<file path="src/rtl/dmem_arb_pkg.sv">
// Shared types and constants for the data-memory arbiter.
// FSM state type, default widths, port indices, address check helper.
package dmem_arb_pkg;

  localparam int DATA_W_DEF = 32;
  localparam int ADDR_W_DEF = 10;

  localparam logic PORT_CORE = 1'b0;
  localparam logic PORT_DMA  = 1'b1;

  typedef enum logic [1:0] {
    IDLE   = 2'd0,
    ACCESS = 2'd1,
    RESP   = 2'd2
  } state_t;

  // Misaligned, or beyond the 2^aw word window.
  function automatic logic addr_bad(
    input logic [31:0] a,
    input int          aw
  );
    return (a[1:0] != 2'b00) ||
           ((a >> (aw + 2)) != 32'd0);
  endfunction

endpackage

</file>
<file path="src/rtl/dmem_arbiter_rr.sv">
// Two-way round-robin selector with last-grant memory.
// Ports: clk, rst, req[1:0], advance (commit choice), grant (index).
module rr_arbiter2
  import dmem_arb_pkg::*;
(
  input  logic       clk,
  input  logic       rst,
  input  logic [1:0] req,
  input  logic       advance,
  output logic       grant
);

  logic last_grant;

  always_comb begin
    grant = last_grant;
    unique case (req)
      2'b01:   grant = PORT_CORE;
      2'b10:   grant = PORT_DMA;
      2'b11:   grant = ~last_grant;
      default: grant = last_grant;
    endcase
  end

  // Reset to the DMA port so the core wins the first tie.
  always_ff @(posedge clk or posedge rst) begin
    if (rst) begin
      last_grant <= PORT_DMA;
    end else if (advance) begin
      last_grant <= grant;
    end
  end

endmodule

</file>
<file path="src/rtl/dmem_arbiter.sv">
// Two-port data-memory arbiter: core (p0) and DMA (p1) share one RAM port.
// Ports: pN_req/we/addr/wdata in, pN_gnt/rvalid/rdata/err out, mem_* bus, busy.
module dmem_arbiter
  import dmem_arb_pkg::*;
#(
  parameter int DATA_W = DATA_W_DEF,
  parameter int ADDR_W = ADDR_W_DEF
) (
  input  logic              clk,
  input  logic              rst,
  input  logic              p0_req,
  input  logic              p0_we,
  input  logic [31:0]       p0_addr,
  input  logic [DATA_W-1:0] p0_wdata,
  output logic              p0_gnt,
  output logic              p0_rvalid,
  output logic [DATA_W-1:0] p0_rdata,
  output logic              p0_err,
  input  logic              p1_req,
  input  logic              p1_we,
  input  logic [31:0]       p1_addr,
  input  logic [DATA_W-1:0] p1_wdata,
  output logic              p1_gnt,
  output logic              p1_rvalid,
  output logic [DATA_W-1:0] p1_rdata,
  output logic              p1_err,
  output logic              mem_we,
  output logic [ADDR_W-1:0] mem_addr,
  output logic [DATA_W-1:0] mem_wd,
  input  logic [DATA_W-1:0] mem_rd,
  output logic              busy
);

  state_t state;
  state_t state_nx;

  logic [1:0] req;
  logic       arb_ok;
  logic       advance;
  logic       win;

  logic              sel_we;
  logic [31:0]       sel_addr;
  logic [DATA_W-1:0] sel_wd;

  logic              owner;
  logic              we_q;
  logic              err_q;
  logic [ADDR_W-1:0] addr_q;
  logic [DATA_W-1:0] wd_q;
  logic [DATA_W-1:0] rdata0_q;
  logic [DATA_W-1:0] rdata1_q;
  logic [DATA_W-1:0] rd_new;

  assign req     = {p1_req, p0_req};
  assign arb_ok  = (state == IDLE) ||
                   (state == RESP);
  assign advance = arb_ok && (|req);

  rr_arbiter2 u_rr (
    .clk     (clk),
    .rst     (rst),
    .req     (req),
    .advance (advance),
    .grant   (win)
  );

  assign sel_we   = win ? p1_we    : p0_we;
  assign sel_addr = win ? p1_addr  : p0_addr;
  assign sel_wd   = win ? p1_wdata : p0_wdata;

  always_ff @(posedge clk or posedge rst) begin
    if (rst) begin
      state <= IDLE;
    end else begin
      state <= state_nx;
    end
  end

  always_comb begin
    state_nx = state;
    unique case (state)
      IDLE:    state_nx = advance ? ACCESS : IDLE;
      ACCESS:  state_nx = RESP;
      RESP:    state_nx = advance ? ACCESS : IDLE;
      default: state_nx = IDLE;
    endcase
  end

  // Writes and faulted accesses return zero data.
  assign rd_new = (we_q || err_q) ? '0 : mem_rd;

  always_ff @(posedge clk or posedge rst) begin
    if (rst) begin
      owner    <= PORT_CORE;
      we_q     <= 1'b0;
      err_q    <= 1'b0;
      addr_q   <= '0;
      wd_q     <= '0;
      rdata0_q <= '0;
      rdata1_q <= '0;
    end else begin
      if (advance) begin
        owner  <= win;
        we_q   <= sel_we;
        err_q  <= addr_bad(sel_addr, ADDR_W);
        addr_q <= sel_addr[ADDR_W+1:2];
        wd_q   <= sel_wd;
      end
      // Only the owner's data register moves; the other holds.
      if (state == ACCESS) begin
        if (owner == PORT_DMA) begin
          rdata1_q <= rd_new;
        end else begin
          rdata0_q <= rd_new;
        end
      end
    end
  end

  assign p0_gnt    = (state == ACCESS) &&
                     (owner == PORT_CORE);
  assign p1_gnt    = (state == ACCESS) &&
                     (owner == PORT_DMA);
  assign p0_rvalid = (state == RESP) &&
                     (owner == PORT_CORE);
  assign p1_rvalid = (state == RESP) &&
                     (owner == PORT_DMA);
  assign p0_err    = p0_rvalid && err_q;
  assign p1_err    = p1_rvalid && err_q;
  assign p0_rdata  = rdata0_q;
  assign p1_rdata  = rdata1_q;

  assign mem_we   = (state == ACCESS) &&
                    we_q && !err_q;
  assign mem_addr = addr_q;
  assign mem_wd   = wd_q;
  assign busy     = (state != IDLE);

endmodule

</file>
<file path="config.mk">
export PLATFORM = sky130hd
export DESIGN_NAME = dmem_arbiter
export DESIGN_NICKNAME = d
export VERILOG_FILES = /design/src/rtl/dmem_arb_pkg.sv /design/src/rtl/dmem_arbiter_rr.sv /design/src/rtl/dmem_arbiter.sv
export SDC_FILE = /design/constraint.sdc
export NUM_CORES = 1
export LEC_CHECK = 0
export ABC_CLOCK_PERIOD_IN_PS = 3840
export CAP_MARGIN = 15
export CORE_UTILIZATION = 38
export DETAILED_ROUTE_END_ITERATION = 6
export HOLD_SLACK_MARGIN = 0.08
export PLACE_DENSITY = 0.85
export SYNTH_ARGS = -nofsm -noshare
export SYNTH_HDL_FRONTEND = slang
export SYNTH_SLANG_ARGS = --single-unit
</file>
<file path="constraint.sdc">
create_clock -name clk -period 3.84 [get_ports clk]
set_clock_uncertainty 0.2 [all_clocks]
set_input_delay 0.384 -clock clk [delete_from_list [all_inputs] [get_ports clk]]
set_output_delay 0.384 -clock clk [all_outputs]
set_load 0.03 [all_outputs]
</file>
# Word level (Yosys, flattened, before mapping)
# Cells that the tools add are included.
# W data, S select, Z words.
[word_totals]
rom_bits = 0
n_memories = 0
wordCells = 44
inputBits = 166
register_bits = 112
latch_bits = 0
ramBits = 0
output_inout_bits = 114
[classes]
n_eq_ne = 5
mux = 7
bitwise_logic = 2
n_mul = 0
shift = 0
n_lt_le_gt_ge = 0
addsub = 0
div = 0
n_reduce_logical = 21
[op_table]
columns = ["op", "count"]
rows = [
  ["$mux W32", 3],
  ["$reduce_bool A32 Y1", 1],
  ["$logic_and A1 B1 Y1", 9],
  ["$eq A2 B2 Y1 const B", 3],
  ["$eq A2 B1 Y1 const B", 2],
  ["$pmux W2 S2", 1],
  ["$reduce_and A2 Y1", 2],
  ["$reduce_bool A2 Y1", 2],
  ["$reduce_or A2 Y1", 2],
  ["$logic_or A1 B1 Y1", 3],
  ["$pmux W1 S3", 1],
  ["$logic_not A2 Y1", 1],
  ["$mux W1", 2],
  ["$not A1 Y1", 2],
  ["$logic_not A1 Y1", 1],
]

# Logic depth before layout (Yosys ltp)
[depth]
ltp_word = 5
depth_mapped = 7
ltp_nobuf = 5

# Modules after synthesis
# A second synthesis with hierarchy kept.
[unflattened]
hier_cells = 476
area_unflattened_um2 = 4684.5
[modules_own_cells]
columns = ["mod", "instances", "seq_area_each_um2", "cells_each", "area_per_inst_um2"]
rows = [
  ["dmem_arbiter", 1, 2777.7, 470, 4629.4],
  ["rr_arbiter2", 1, 26.3, 6, 55.1],
]

# Worst setup path after synthesis
# OpenSTA, ideal clock, no wires.
[synth_timing]
path_type = "flip-flop to output port"
from = "register state[0]"
to = "output p0_err"
arrival_time_ns = 1.596
required_time_ns = 3.256
path_buffers = 0
stages_incl_launch_ff = 3
path_slack_ns = 1.660
cell_sequence = "dfrtp_1 > nor3b_1 > and2_1"
[synth_via]
elab_chain_len = 3
[synth_lines]
columns = ["element", "line", "rtl"]
rows = [
  ["start: declaration", "dmem_arbiter.sv:34", "state_t state;"],
  ["start signal: assignment", "dmem_arbiter.sv:76", "state <= state_nx;"],
  ["$eq A2 B2 Y1", "dmem_arbiter.sv:125", "assign p0_rvalid = (state == RESP) &&"],
  ["$logic_and A1 B1 Y1", "dmem_arbiter.sv:125", ""],
  ["named net p0_rvalid", "dmem_arbiter.sv:16", "output logic p0_rvalid,"],
  ["$logic_and A1 B1 Y1", "dmem_arbiter.sv:129", "assign p0_err = p0_rvalid && err_q;"],
  ["end: declaration", "dmem_arbiter.sv:18", "output logic p0_err,"],
]
# The timed path passes the listed nets, and every way through them passes these cells.

# Final worst setup path
[layout_timing]
from = "register state[0]"
to = "output p0_err"
[layout_via]
elab_chain_len = 3
[layout_lines]
columns = ["element", "line"]
rows = [
  ["$eq A2 B2 Y1", "dmem_arbiter.sv:125"],
  ["$logic_and A1 B1 Y1", "dmem_arbiter.sv:125"],
  ["$logic_and A1 B1 Y1", "dmem_arbiter.sv:129"],
]
# Every way passes these cells.

==> impl_metrics.json <==
{
  "postCtsSetupRepairBufs": 0,
  "num_antenna_cells": 0,
  "die_h_um": 115,
  "synth_top_area_share_pct": 57.4,
  "cp.required_ns": 3.26,
  "hold_path.class": "reg2reg",
  "vdd_drop_max_v": 0.000297,
  "p_int_mw": 2.21,
  "worstSetupPathType": "reg2out",
  "ys_seq_area_share_pct": 57.9,
  "final_area_um2": 8000,
  "cts.sinks": 112,
  "ys_warn_count": 0,
  "end_kind": "output port",
  "num_vias": 4420,
  "crit_slowest_cell": "clkdlybuf4s50_1",
  "hold_viol_final": 0,
  "grt_max_degree": 65,
  "num-fill-cells": 934,
  "rsz0062_at_grt": "no",
  "drtIter0Drc": 296,
  "clkTransAtPathRegs_ns": 0.08,
  "num_rows": 40,
  "routed_wl_um": 14300,
  "synth_area_per_cell_um2": 10.2,
  "die_w_um": 115,
  "cts_max_level": 3,
  "relSlewSlack_pct": 38.7,
  "tightest_slew_ns": 0.900,
  "first_global_vias": 4447,
  "drive_above_1_share_pct": 6.39,
  "clk_latency_ns": 0.34,
  "powerDensity_nw_per_um2": 408,
  "crit_fanout": 6,
  "cp_top_family": "buffers and inverters",
  "portBuffers": 279,
  "nets": 912,
  "cts_resized": 0,
  "placed_area_um2": 7700,
  "hold_buffers": 0,
  "netSwitchingFraction_pct": 32.2,
  "via_per_inst": 4.81,
  "overflow": 0,
  "slew_violations": 0,
  "synth_ff_type": "dfrtp_1",
  "grtUsageTotal_pct": 22.2,
  "cts_tree": "yes",
  "slowest_delay_ns": 0.67,
  "fin_crit_ns": 2.47,
  "syn-instance-count": 474,
  "synth_top_area_cell": "dfrtp_1",
  "cap_violations": 0,
  "crit_arrival_ns": 1.88,
  "cts-buffers-inserted": 9,
  "synth_edf_count": 0,
  "power.leakage_nw": 3.37,
  "min_period_over_period_pct": 64.2,
  "setup_tns_ns": 0,
  "initial_core_util_pct": 39.7,
  "ys_ff_latch": 112,
  "drc_errors": 0,
  "netlist_area_um2": 4840,
  "setup_viol": 0,
  "switching_power_mw": 1.05,
  "dp_hpwl_um": 11200,
  "cts_max_path_buffers": 2,
  "power_mw": 3.27,
  "power_frac_seq_pct": 42.0,
  "path_buf_inv": 1,
  "detailedRoute.firstPassIterationCount": 4,
  "antenna_left": 0,
  "start_kind": "flop",
  "synthArstFlopShare_pct": 100,
  "fmax_ghz": 0.406,
  "core_area_um2": 12200,
  "p_comb_share_pct": 31.2,
  "cp_cell_sequence": "nor3b_1 > and2_1 > clkdlybuf4s50_1",
  "syn2layout_area_growth_pct": 65.2,
  "ios": 280,
  "finalWeightedCongestion": 0.917,
  "die_area_um2": 13200,
  "clock_power_share_pct": 26.8,
  "wl_per_cell_um": 15.5,
  "cts-root-buf": "clkbuf_16",
  "synth_area_leaders": "dfrtp_1 (57%), nand2_1 (11%), mux2i_1 (9.1%), o21ai_1 (6.2%), o21ai_0 (3.9%)",
  "synth_cell_types": 29,
  "grt_pass1_wl_um": 22400,
  "synth.net_count": 640,
  "outcome": "complete, no violations",
  "antenna_found_initial": 0
}
==> cell usage in the layout, fill, tap and decap left out, types with 2 or more instances in the layout <==
master / count
or2_2: 2
mux2i_1: 43
nor4_1: 10
dfrtp_1: 111
clkinvlp_4: 2
clkinv_4: 2
nor2_1: 4
a21oi_1: 3
buf_4: 12
o21ai_0: 38
clkbuf_16: 9
o21ai_2: 9
and2_1: 2
and3b_1: 2
o21ai_1: 60
clkdlybuf4s50_1: 279
nand2_1: 140
inv_1: 4
==> state kept, by name, summed over array words and instances (netlist names) <==
| register | flops |
|---|---|
| owner | 1 |
| p0_rdata | 32 |
| we_q | 1 |
| state | 2 |
| u_rr.last_grant | 1 |
| err_q | 1 |
| p1_rdata | 32 |
| mem_addr | 10 |
| mem_wd | 32 |
==> cell usage after synthesis, types with 2 or more instances <==
cell      count
nand2_1     141
dfrtp_1     111
o21ai_1      60
mux2i_1      44
o21ai_0      38
nor4_1       10
buf_4         9
o21ai_2       9
buf_2         8
buf_6         6
clkbuf_1      5
inv_1         5
nor2_1        5
buf_12        4
a21oi_1       3
and2_1        2
and3b_1       2
==> path summary, 6_finish.rpt <==
path	cells past startpoint	slack [ns]	from	to
setup / recovery	3	1.37	state[0]	p0_err
hold / removal	2	0.28	mem_wd[6]	mem_wd[6]
setup reg to reg	4	1.52	u_rr.last_grant	mem_wd[24]
hold reg to reg	2	0.28	mem_wd[6]	mem_wd[6]
max in group asynchronous	3	2.38	rst	mem_wd[21]
min in group asynchronous	2	0.31	rst	p0_rdata[4]
==> worst register-to-register path, cell delays in order, from the launching register on <==
cell	delay, ns
dfstp_2	0.58
mux2i_4	0.77
buf_4	0.31
mux2i_1	0.25
o21ai_1	0.08
==> cell type report <==
type | instances | area, um^2 | area share (%)
clock buffers | 10 | 229 | 2.86
clock inverters | 6 | 52.6 | 0.657
inverters | 5 | 21.3 | 0.266
multi-input cells | 325 | 1770 | 22.1
flip-flops and latches | 112 | 2800 | 35.0
well taps | 168 | 210 | 2.63
repair buffers | 293 | 2920 | 36.5
==> routing by layer <==
layer	share of wire, %	global-route usage (%)	up-vias
met4	1.9	6.58	2
met3	7.8	6.06	20
met1	41	26.6	2056
met5	0.33	0	-
met2	49	38.8	198
li1	-	-	2144
==> metrics by stage <==
stage | setup WS [ns] | hold WS [ns] | util, % | cells
5_1_grt | 1.29 | 0.305 | 65.5 | 919
6_report | 1.37 | 0.278 | 65.5 | 919
4_1_cts | 1.34 | 0.282 | 65.4 | 918
2_1_floorplan | 0.299 | 0.268 | - | 474
3_3_place_gp | 1.22 | 0.261 | 63.1 | 902
3_5_place_dp | 1.16 | 0.270 | 63.1 | 902
==> power groups by stage <==
stage | sequential, mW | combinational, mW | clock (mW)
5_1_grt | 1.39 | 1.09 | 0.953
3_5_place_dp | 1.39 | 1.03 | 0
4_1_cts | 1.37 | 1.03 | 0.897
3_3_place_gp | 1.39 | 1.01 | 0
2_1_floorplan | 1.58 | 0.372 | 0
6_report | 1.37 | 1.02 | 0.876
==> logic make-up after synthesis <==
| group | after synthesis | share of synthesized area (%) |
|---|---|---|
| and+or+nand+nor | 170 | 14.8 |
| AOI/OAI and AO/OA | 111 | 12.2 |
| DFF | 112 | 57.9 |
| buffers and inverters | 37 | 6.05 |
| muxes | 44 | 9.10 |
Note: power is estimated with default switching activity, not from simulation.
